[src/rtl/jumper_ctrl.sv]
// jumper_ctrl: frame-paced jump/fall physics for a single sprite, with
// platform landing, horizontal wrap and a registered sprite-ROM lookup.
// Optional feature macro: JUMPER_SPRING_EN adds the per-platform spring
// input; a landing on a spring launches at twice the take-off speed.
module jumper_ctrl #(
    parameter int NUM_PLAT  = 4,
    parameter int SPR_W     = 80,
    parameter int SPR_H     = 80,
    parameter int FRAME_DIV = 1000000,
    parameter int JUMP_V    = 44,
    parameter int GRAVITY   = 4,
    parameter int X_MIN     = 300,
    parameter int X_MAX     = 642,
    parameter int PLAT_W    = 100,
    parameter int PLAT_TOL  = 30,
    parameter int Y_DEAD    = 768,
    parameter int X_RST     = 472,
    parameter int Y_RST     = 687
) (
    input  logic                                             clk,
    input  logic                                             rst,
    input  logic                                             start,
    input  logic signed [8:0]                                delta_x,
    input  logic [NUM_PLAT-1:0][10:0]                        plat_x,
    input  logic [NUM_PLAT-1:0][9:0]                         plat_y,
    input  logic [NUM_PLAT-1:0]                              plat_valid,
`ifdef JUMPER_SPRING_EN
    input  logic [NUM_PLAT-1:0]                              spring,
`endif
    input  logic [10:0]                                      beam_x,
    input  logic [9:0]                                       beam_y,
    output logic [10:0]                                      pos_x,
    output logic [9:0]                                       pos_y,
    output logic signed [9:0]                                vel_y,
    output logic [1:0]                                       state,
    output logic                                             facing_left,
    output logic                                             frame_tick,
    output logic                                             landed,
    output logic [(NUM_PLAT > 1 ? $clog2(NUM_PLAT) : 1)-1:0] landed_idx,
    output logic                                             spr_hit,
    output logic [6:0]                                       spr_ax,
    output logic [6:0]                                       spr_ay
);

    localparam int IDXW = (NUM_PLAT > 1) ? $clog2(NUM_PLAT) : 1;
    localparam int CNTW = (FRAME_DIV > 1) ? $clog2(FRAME_DIV) : 1;

    // All geometry is evaluated in 12-bit signed so a negative y' stays negative.
    localparam logic signed [11:0] X_MIN_S    = 12'(X_MIN);
    localparam logic signed [11:0] X_MAX_S    = 12'(X_MAX);
    localparam logic signed [11:0] SPR_W_S    = 12'(SPR_W);
    localparam logic signed [11:0] SPR_H_S    = 12'(SPR_H);
    localparam logic signed [11:0] HALF_W_S   = 12'(SPR_W / 2);
    localparam logic signed [11:0] PLAT_W_S   = 12'(PLAT_W);
    localparam logic signed [11:0] PLAT_TOL_S = 12'(PLAT_TOL);
    localparam logic signed [11:0] Y_DEAD_S   = 12'(Y_DEAD);
    localparam logic signed [11:0] GRAV_S     = 12'(GRAVITY);
    localparam logic signed [11:0] V_MAX_S    = 12'sd127;

    localparam logic signed [9:0] V_JUMP = 10'(-JUMP_V);
`ifdef JUMPER_SPRING_EN
    localparam int               V_SPR_I  = (2 * JUMP_V > 512) ? -512 : -2 * JUMP_V;
    localparam logic signed [9:0] V_SPRING = 10'(V_SPR_I);
`endif

    typedef enum logic [1:0] {
        S_IDLE = 2'd0,
        S_RISE = 2'd1,
        S_FALL = 2'd2,
        S_DEAD = 2'd3
    } state_e;

    state_e              state_q;
    logic [CNTW-1:0]     cnt_q;
    logic [10:0]         pos_x_q;
    logic [9:0]          pos_y_q;
    logic signed [9:0]   vel_q;
    logic                facing_q;
    logic                landed_q;
    logic [IDXW-1:0]     landed_idx_q;
    logic                spr_hit_q;
    logic [6:0]          spr_ax_q;
    logic [6:0]          spr_ay_q;

    logic                tick;
    logic signed [11:0]  x_sum;
    logic [10:0]         x_d;
    logic signed [11:0]  y_d;
    logic signed [11:0]  v_sum;
    logic signed [9:0]   vel_d;
    logic                facing_d;
    logic signed [11:0]  rel_x;
    logic signed [11:0]  rel_y;
    logic                land_found;
    logic [IDXW-1:0]     land_idx;
    logic [9:0]          land_y;
    logic signed [9:0]   land_v;
    logic                dead_hit;
    logic signed [11:0]  bdx;
    logic signed [11:0]  bdy;
    logic                hit_d;
    logic [6:0]          ax_d;
    logic [6:0]          ay_d;

    assign tick = (cnt_q == CNTW'(FRAME_DIV - 1));

    // Frame divider: free-running 0..FRAME_DIV-1.
    always_ff @(posedge clk) begin
        if (rst) begin
            cnt_q <= '0;
        end else if (tick) begin
            cnt_q <= '0;
        end else begin
            cnt_q <= cnt_q + 1'b1;
        end
    end

    // Per-frame physics candidates: wrapped x, new y, saturated velocity, facing.
    always_comb begin
        x_sum = $signed({1'b0, pos_x_q}) + {{3{delta_x[8]}}, delta_x};
        if (x_sum < X_MIN_S) begin
            x_d = 11'(X_MAX - 1);
        end else if (x_sum >= X_MAX_S) begin
            x_d = 11'(X_MIN);
        end else begin
            x_d = x_sum[10:0];
        end

        y_d   = $signed({2'b0, pos_y_q}) + {{2{vel_q[9]}}, vel_q};
        v_sum = {{2{vel_q[9]}}, vel_q} + GRAV_S;
        vel_d = (v_sum > V_MAX_S) ? 10'sd127 : v_sum[9:0];

        if (delta_x < 0) begin
            facing_d = 1'b1;
        end else if (delta_x > 0) begin
            facing_d = 1'b0;
        end else begin
            facing_d = facing_q;
        end
    end

    // Landing search: lowest-index platform whose window contains the sprite foot.
    always_comb begin
        rel_x      = '0;
        rel_y      = '0;
        land_found = 1'b0;
        land_idx   = '0;
        land_y     = '0;
        land_v     = V_JUMP;
        for (int unsigned i = 0; i < NUM_PLAT; i++) begin
            rel_y = y_d + SPR_H_S - $signed({2'b0, plat_y[i]});
            rel_x = $signed({1'b0, x_d}) + HALF_W_S - $signed({1'b0, plat_x[i]});
            if (!land_found && plat_valid[i] &&
                rel_y >= 12'sd0 && rel_y <= PLAT_TOL_S &&
                rel_x >= 12'sd0 && rel_x <  PLAT_W_S) begin
                land_found = 1'b1;
                land_idx   = IDXW'(i);
                land_y     = plat_y[i] - 10'(SPR_H);
`ifdef JUMPER_SPRING_EN
                land_v     = spring[i] ? V_SPRING : V_JUMP;
`endif
            end
        end
        dead_hit = (y_d + SPR_H_S) >= Y_DEAD_S;
    end

    // Motion FSM: every state/position/velocity update waits for the frame tick.
    always_ff @(posedge clk) begin
        if (rst) begin
            state_q      <= S_IDLE;
            pos_x_q      <= 11'(X_RST);
            pos_y_q      <= 10'(Y_RST);
            vel_q        <= '0;
            facing_q     <= 1'b0;
            landed_q     <= 1'b0;
            landed_idx_q <= '0;
        end else begin
            landed_q     <= 1'b0;
            landed_idx_q <= '0;
            if (tick) begin
                case (state_q)
                    S_IDLE: begin
                        facing_q <= facing_d;
                        if (start) begin
                            state_q <= S_RISE;
                            vel_q   <= V_JUMP;
                        end
                    end
                    S_RISE: begin
                        facing_q <= facing_d;
                        pos_x_q  <= x_d;
                        pos_y_q  <= y_d[9:0];
                        vel_q    <= vel_d;
                        if (vel_d >= 0) begin
                            state_q <= S_FALL;
                        end
                    end
                    S_FALL: begin
                        facing_q <= facing_d;
                        pos_x_q  <= x_d;
                        if (land_found) begin
                            pos_y_q      <= land_y;
                            vel_q        <= land_v;
                            state_q      <= S_RISE;
                            landed_q     <= 1'b1;
                            landed_idx_q <= land_idx;
                        end else if (dead_hit) begin
                            pos_y_q <= 10'(Y_DEAD - SPR_H);
                            vel_q   <= vel_d;
                            state_q <= S_DEAD;
                        end else begin
                            pos_y_q <= y_d[9:0];
                            vel_q   <= vel_d;
                        end
                    end
                    S_DEAD: begin
                        if (start) begin
                            state_q <= S_IDLE;
                            pos_x_q <= 11'(X_RST);
                            pos_y_q <= 10'(Y_RST);
                            vel_q   <= '0;
                        end
                    end
                    default: state_q <= S_IDLE;
                endcase
            end
        end
    end

    // Beam-relative sprite coordinates; one ROM serves both facings by mirroring x.
    always_comb begin
        bdx   = $signed({1'b0, beam_x}) - $signed({1'b0, pos_x_q});
        bdy   = $signed({2'b0, beam_y}) - $signed({2'b0, pos_y_q});
        hit_d = (bdx >= 12'sd0) && (bdx < SPR_W_S) && (bdy >= 12'sd0) && (bdy < SPR_H_S);
        ax_d  = '0;
        ay_d  = '0;
        if (hit_d) begin
            ax_d = facing_q ? 7'(SPR_W_S - 12'sd1 - bdx) : bdx[6:0];
            ay_d = bdy[6:0];
        end
    end

    // Sprite lookup register: sampled every clk, independent of the frame tick.
    always_ff @(posedge clk) begin
        if (rst) begin
            spr_hit_q <= 1'b0;
            spr_ax_q  <= '0;
            spr_ay_q  <= '0;
        end else begin
            spr_hit_q <= hit_d;
            spr_ax_q  <= ax_d;
            spr_ay_q  <= ay_d;
        end
    end

    assign pos_x       = pos_x_q;
    assign pos_y       = pos_y_q;
    assign vel_y       = vel_q;
    assign state       = state_q;
    assign facing_left = facing_q;
    assign frame_tick  = tick;
    assign landed      = landed_q;
    assign landed_idx  = landed_idx_q;
    assign spr_hit     = spr_hit_q;
    assign spr_ax      = spr_ax_q;
    assign spr_ay      = spr_ay_q;

endmodule

[config.mk]
export PLATFORM = sky130hd
export DESIGN_NAME = jumper_ctrl
export DESIGN_NICKNAME = d
export VERILOG_FILES = /design/src/rtl/jumper_ctrl.sv
export SDC_FILE = /design/constraint.sdc
export NUM_CORES = 1
export LEC_CHECK = 0
export ABC_AREA = 1
export BUFFER_PORTS_ARGS = -buffer_cell sky130_fd_sc_hd__clkbuf_2
export CORE_ASPECT_RATIO = 0.7
export CORE_MARGIN = 1
export CORE_UTILIZATION = 55
export DETAILED_ROUTE_END_ITERATION = 10
export PLACE_DENSITY = 0.78
export SLEW_MARGIN = 20
export SYNTH_ARGS = -nofsm -noshare
export SYNTH_HDL_FRONTEND = slang
export SYNTH_SLANG_ARGS = --single-unit
[constraint.sdc]
create_clock -name clk -period 16.12 [get_ports clk]
set_clock_uncertainty 0.2 [all_clocks]
set_input_delay 0.806 -clock clk [delete_from_list [all_inputs] [get_ports clk]]
set_output_delay 0.806 -clock clk [all_outputs]
set_load 0.01 [all_outputs]
==> results.toml <==
[setup_path]
cp_top_family = "compound AO/OA/AOI/OAI gates"
slowest_delay_ns = 0.41
cpMostUsedCell = "nand2_1"
crit_path_start_kind = "input port"
worstPathMaxFanout = 11
cp.required_ns = 16.16
worst-setup-path-type = "in2reg"
crit_path_top_delay_cell = "fa_1"
cp_num_buf_inv = 4
cp-end-kind = "flip-flop"
cp.arrival_ns = 6.39

[finish]
postLayoutCoreUtil_pct = 64.2
drive_gt1_share_pct = 12.7
nFillCells = 1873
multi_input_area_mm2 = 0.00798
area_growth_pct = 13.4
regArea_mm2 = 0.00144
nets = 2245
diodes = 0

[place]
routabilityCongestion = 0.949
dp_hpwl_um = 26600
portBuffers = 173

[detailed_routing]
first_pass_iters = 6
ant_nets = 0
drc = 0
routed_via_density = 5.35
vias = 12000
wl_per_cell_um = 14.3
drt-initial-drc-count = 1107
drt_wl_total_um = 32100

[floorplanning]
num_rows = 42
die_w_um = 169
fp.dieH_um = 119
core-area_mm2 = 0.0191
initial_utilization_pct = 56.6
io_pins = 174
die_area_mm2 = 0.0202

[grt]
grt.total_usage_pct = 31.9
grt_pass1_vias = 10700
antenna_found_initial = 0
overflow = 0
grt_max_degree = 21
grt_pass1_wl_um = 51800

[cts]
cts_root_buffer = "clkbuf_16"
hold_buffers = 0
clkLatencyLatePin_ns = 0.35
cts.path.max_buffers = 2
htreeDepth = 3
cts_tree = "yes"
clkSinkCount = 72
path_clk_slew_ns = 0.07
postCtsSetupBuffers = 0
cts_made_buffers = 9
cts-resized-gates = 0

[sta]
setup_viol = 0
final_hold_viol_count = 0
period_needed_ns = 6.35
period_share_pct = 39.4
worst_pin_slew_ns = 0.965
final_max_slew_viol_count = 0
slew_headroom_pct = 35.7
rsz0062_at_grt = "no"
max_freq_mhz = 158
fin_tns_setup_ns = 0

[yosys]
synth_ff_type = "dfxtp_1"
ys_async_sr_fraction_pct = 0
syn_area_per_cell_um2 = 5.99
yosysUniqueCellTypes = 55
synth_edf_count = 0
ys_seq_area_share_pct = 13.3
ys_warn_count = 0
synth-seq-cells = 72
mappedNetlistArea_mm2 = 0.0108
synthCells = 1803

[job]
maxCapViolCount = 0

[power_and_ir_drop]
power_density_mw_per_mm2 = 58.0
p_leak_nw = 6.89
peakVddDrop_uv = 38.8

[status]
status = "finished, final reports clean"

[worst_hold_path]
hold_path_class = "reg2reg"
cells by family (layout without fill, tap and decap cells):
group / after synthesis / after routing / synth area share (%)
AOI/OAI and AO/OA: 236 / 236 / 12.3
xor gates and xnor gates: 82 / 82 / 6.72
adders and majority gates: 147 / 147 / 17.6
buffers and inverters: 366 / 542 / 12.9
DFF: 72 / 72 / 13.3
other: 1 / 4 / 0.0347
and+or+nand+nor: 899 / 899 / 37.1
sequential cells by signal (all words and copies together) (netlist names):
signal and count:
vel_y 10, landed_idx 2, spr_hit 1, state 2, spr_ax 7, cnt_q 20
landed 1, pos_y 10, facing_left 1, spr_ay 7, pos_x 11
final timing paths:
path	start	endpoint	slack [ns]	cells after the start
min	cnt_q[0]$_SDFF_PP0_	cnt_q[0]$_SDFF_PP0_	0.25	1
max reg2reg	pos_x[4]$_SDFFE_PP1P_	pos_y[9]$_SDFFE_PP1P_	9.91	33
max	delta_x[0]	pos_y[9]$_SDFFE_PP1P_	9.77	34
min reg2reg	cnt_q[0]$_SDFF_PP0_	cnt_q[0]$_SDFF_PP0_	0.25	1
cell usage after synthesis, drive strengths merged (2+ instances only):
library cell	instances	area, um2
xor2	52	463
o21a	6	45.0
a211oi	3	22.5
clkbuf	10	37.5
o22ai	4	25.0
a21o	4	30.0
nor3	25	141
nor4	9	56.3
fa	8	160
ha	139	1740
nor2	160	651
a21oi	114	578
o31ai	3	22.5
or2	7	43.8
nand3b	20	150
nand2	491	1880
inv	352	1320
o21ai	72	387
nand4	45	312
xnor2	30	263
nand3	136	736
a31oi	11	68.8
o21bai	7	52.6
a31o	2	17.5
dfxtp	72	1440
nor3b	3	22.5
o211ai	3	22.5
buf	4	32.5
placed cells by master, fill, tap and decap left out, types with 6 or more instances in the layout:
master     netlist  layout
a21oi_1        112     112
a31oi_1         11      11
clkbuf_16        0       9
clkbuf_2         0     173
dfxtp_1         72      72
fa_1             8       8
ha_1           139     139
inv_1          341     341
inv_2           11      11
nand2_1        478     478
nand2_2         13      13
nand3_1        128     128
nand3_2          6       6
nand3b_1        20      20
nand4_1         43      43
nor2_1         148     148
nor2_2           8       8
nor3_1          23      23
nor4_1           9       9
o21a_1           6       6
o21ai_0         62      62
o21ai_1          7       7
o21bai_1         7       7
or2_2            6       6
xnor2_1         30      30
xor2_1          51      51
layout make-up:
cell class                      count  area share (%)
Multi-Input combinational cell   1368            65.2
Sequential cell                    72            11.8
Inverter                          352            10.8
Timing Repair Buffer              174            7.13
Tap cell                          264            2.70
Clock buffer                        9            1.84
Clock inverter                      7           0.603
power by group:
group          switching, mW  internal (mW)  leakage (nW)  total [mW]
Combinational          0.204          0.123          6.16       0.327
Sequential          0.000405          0.178         0.581       0.179
Clock                 0.0950          0.109         0.147       0.204
per-layer routing:
metal | up-vias | GRT usage [%] | wire [um] | part of all wire [%]
met5 | - | 0 | 0 | 0
met4 | 0 | 8.45 | 656 | 2.0
met3 | 55 | 5.58 | 2960 | 9.2
met2 | 517 | 47.1 | 12900 | 40
met1 | 5285 | 47.2 | 15600 | 49
li1 | 6152 | - | - | -
worst register-to-register path, delay by kind of cell, from the launching register on:
kind | cells | cell delay, ns
AOI/OAI and AO/OA | 11 | 1.94
and+or+nand+nor | 12 | 1.26
adders and majority gates | 3 | 0.91
xor gates and xnor gates | 3 | 0.77
buffers and inverters | 4 | 0.58
DFF | 1 | 0.45
stage by stage:
step,power [mW],instance area [um2],std cells,hold slack (ns),worst slack (ns)
6_report,0.710,12200,2246,0.252,9.77
5_1_grt,0.763,12200,2246,0.268,9.22
4_1_cts,0.705,12200,2246,0.257,9.87
3_5_place_dp,0.501,11900,2230,0.245,9.52
3_3_place_gp,0.496,11900,2230,0.232,9.72
2_1_floorplan,0.424,10800,1806,0.218,10.55
Note: power is estimated with default switching activity, not from simulation.
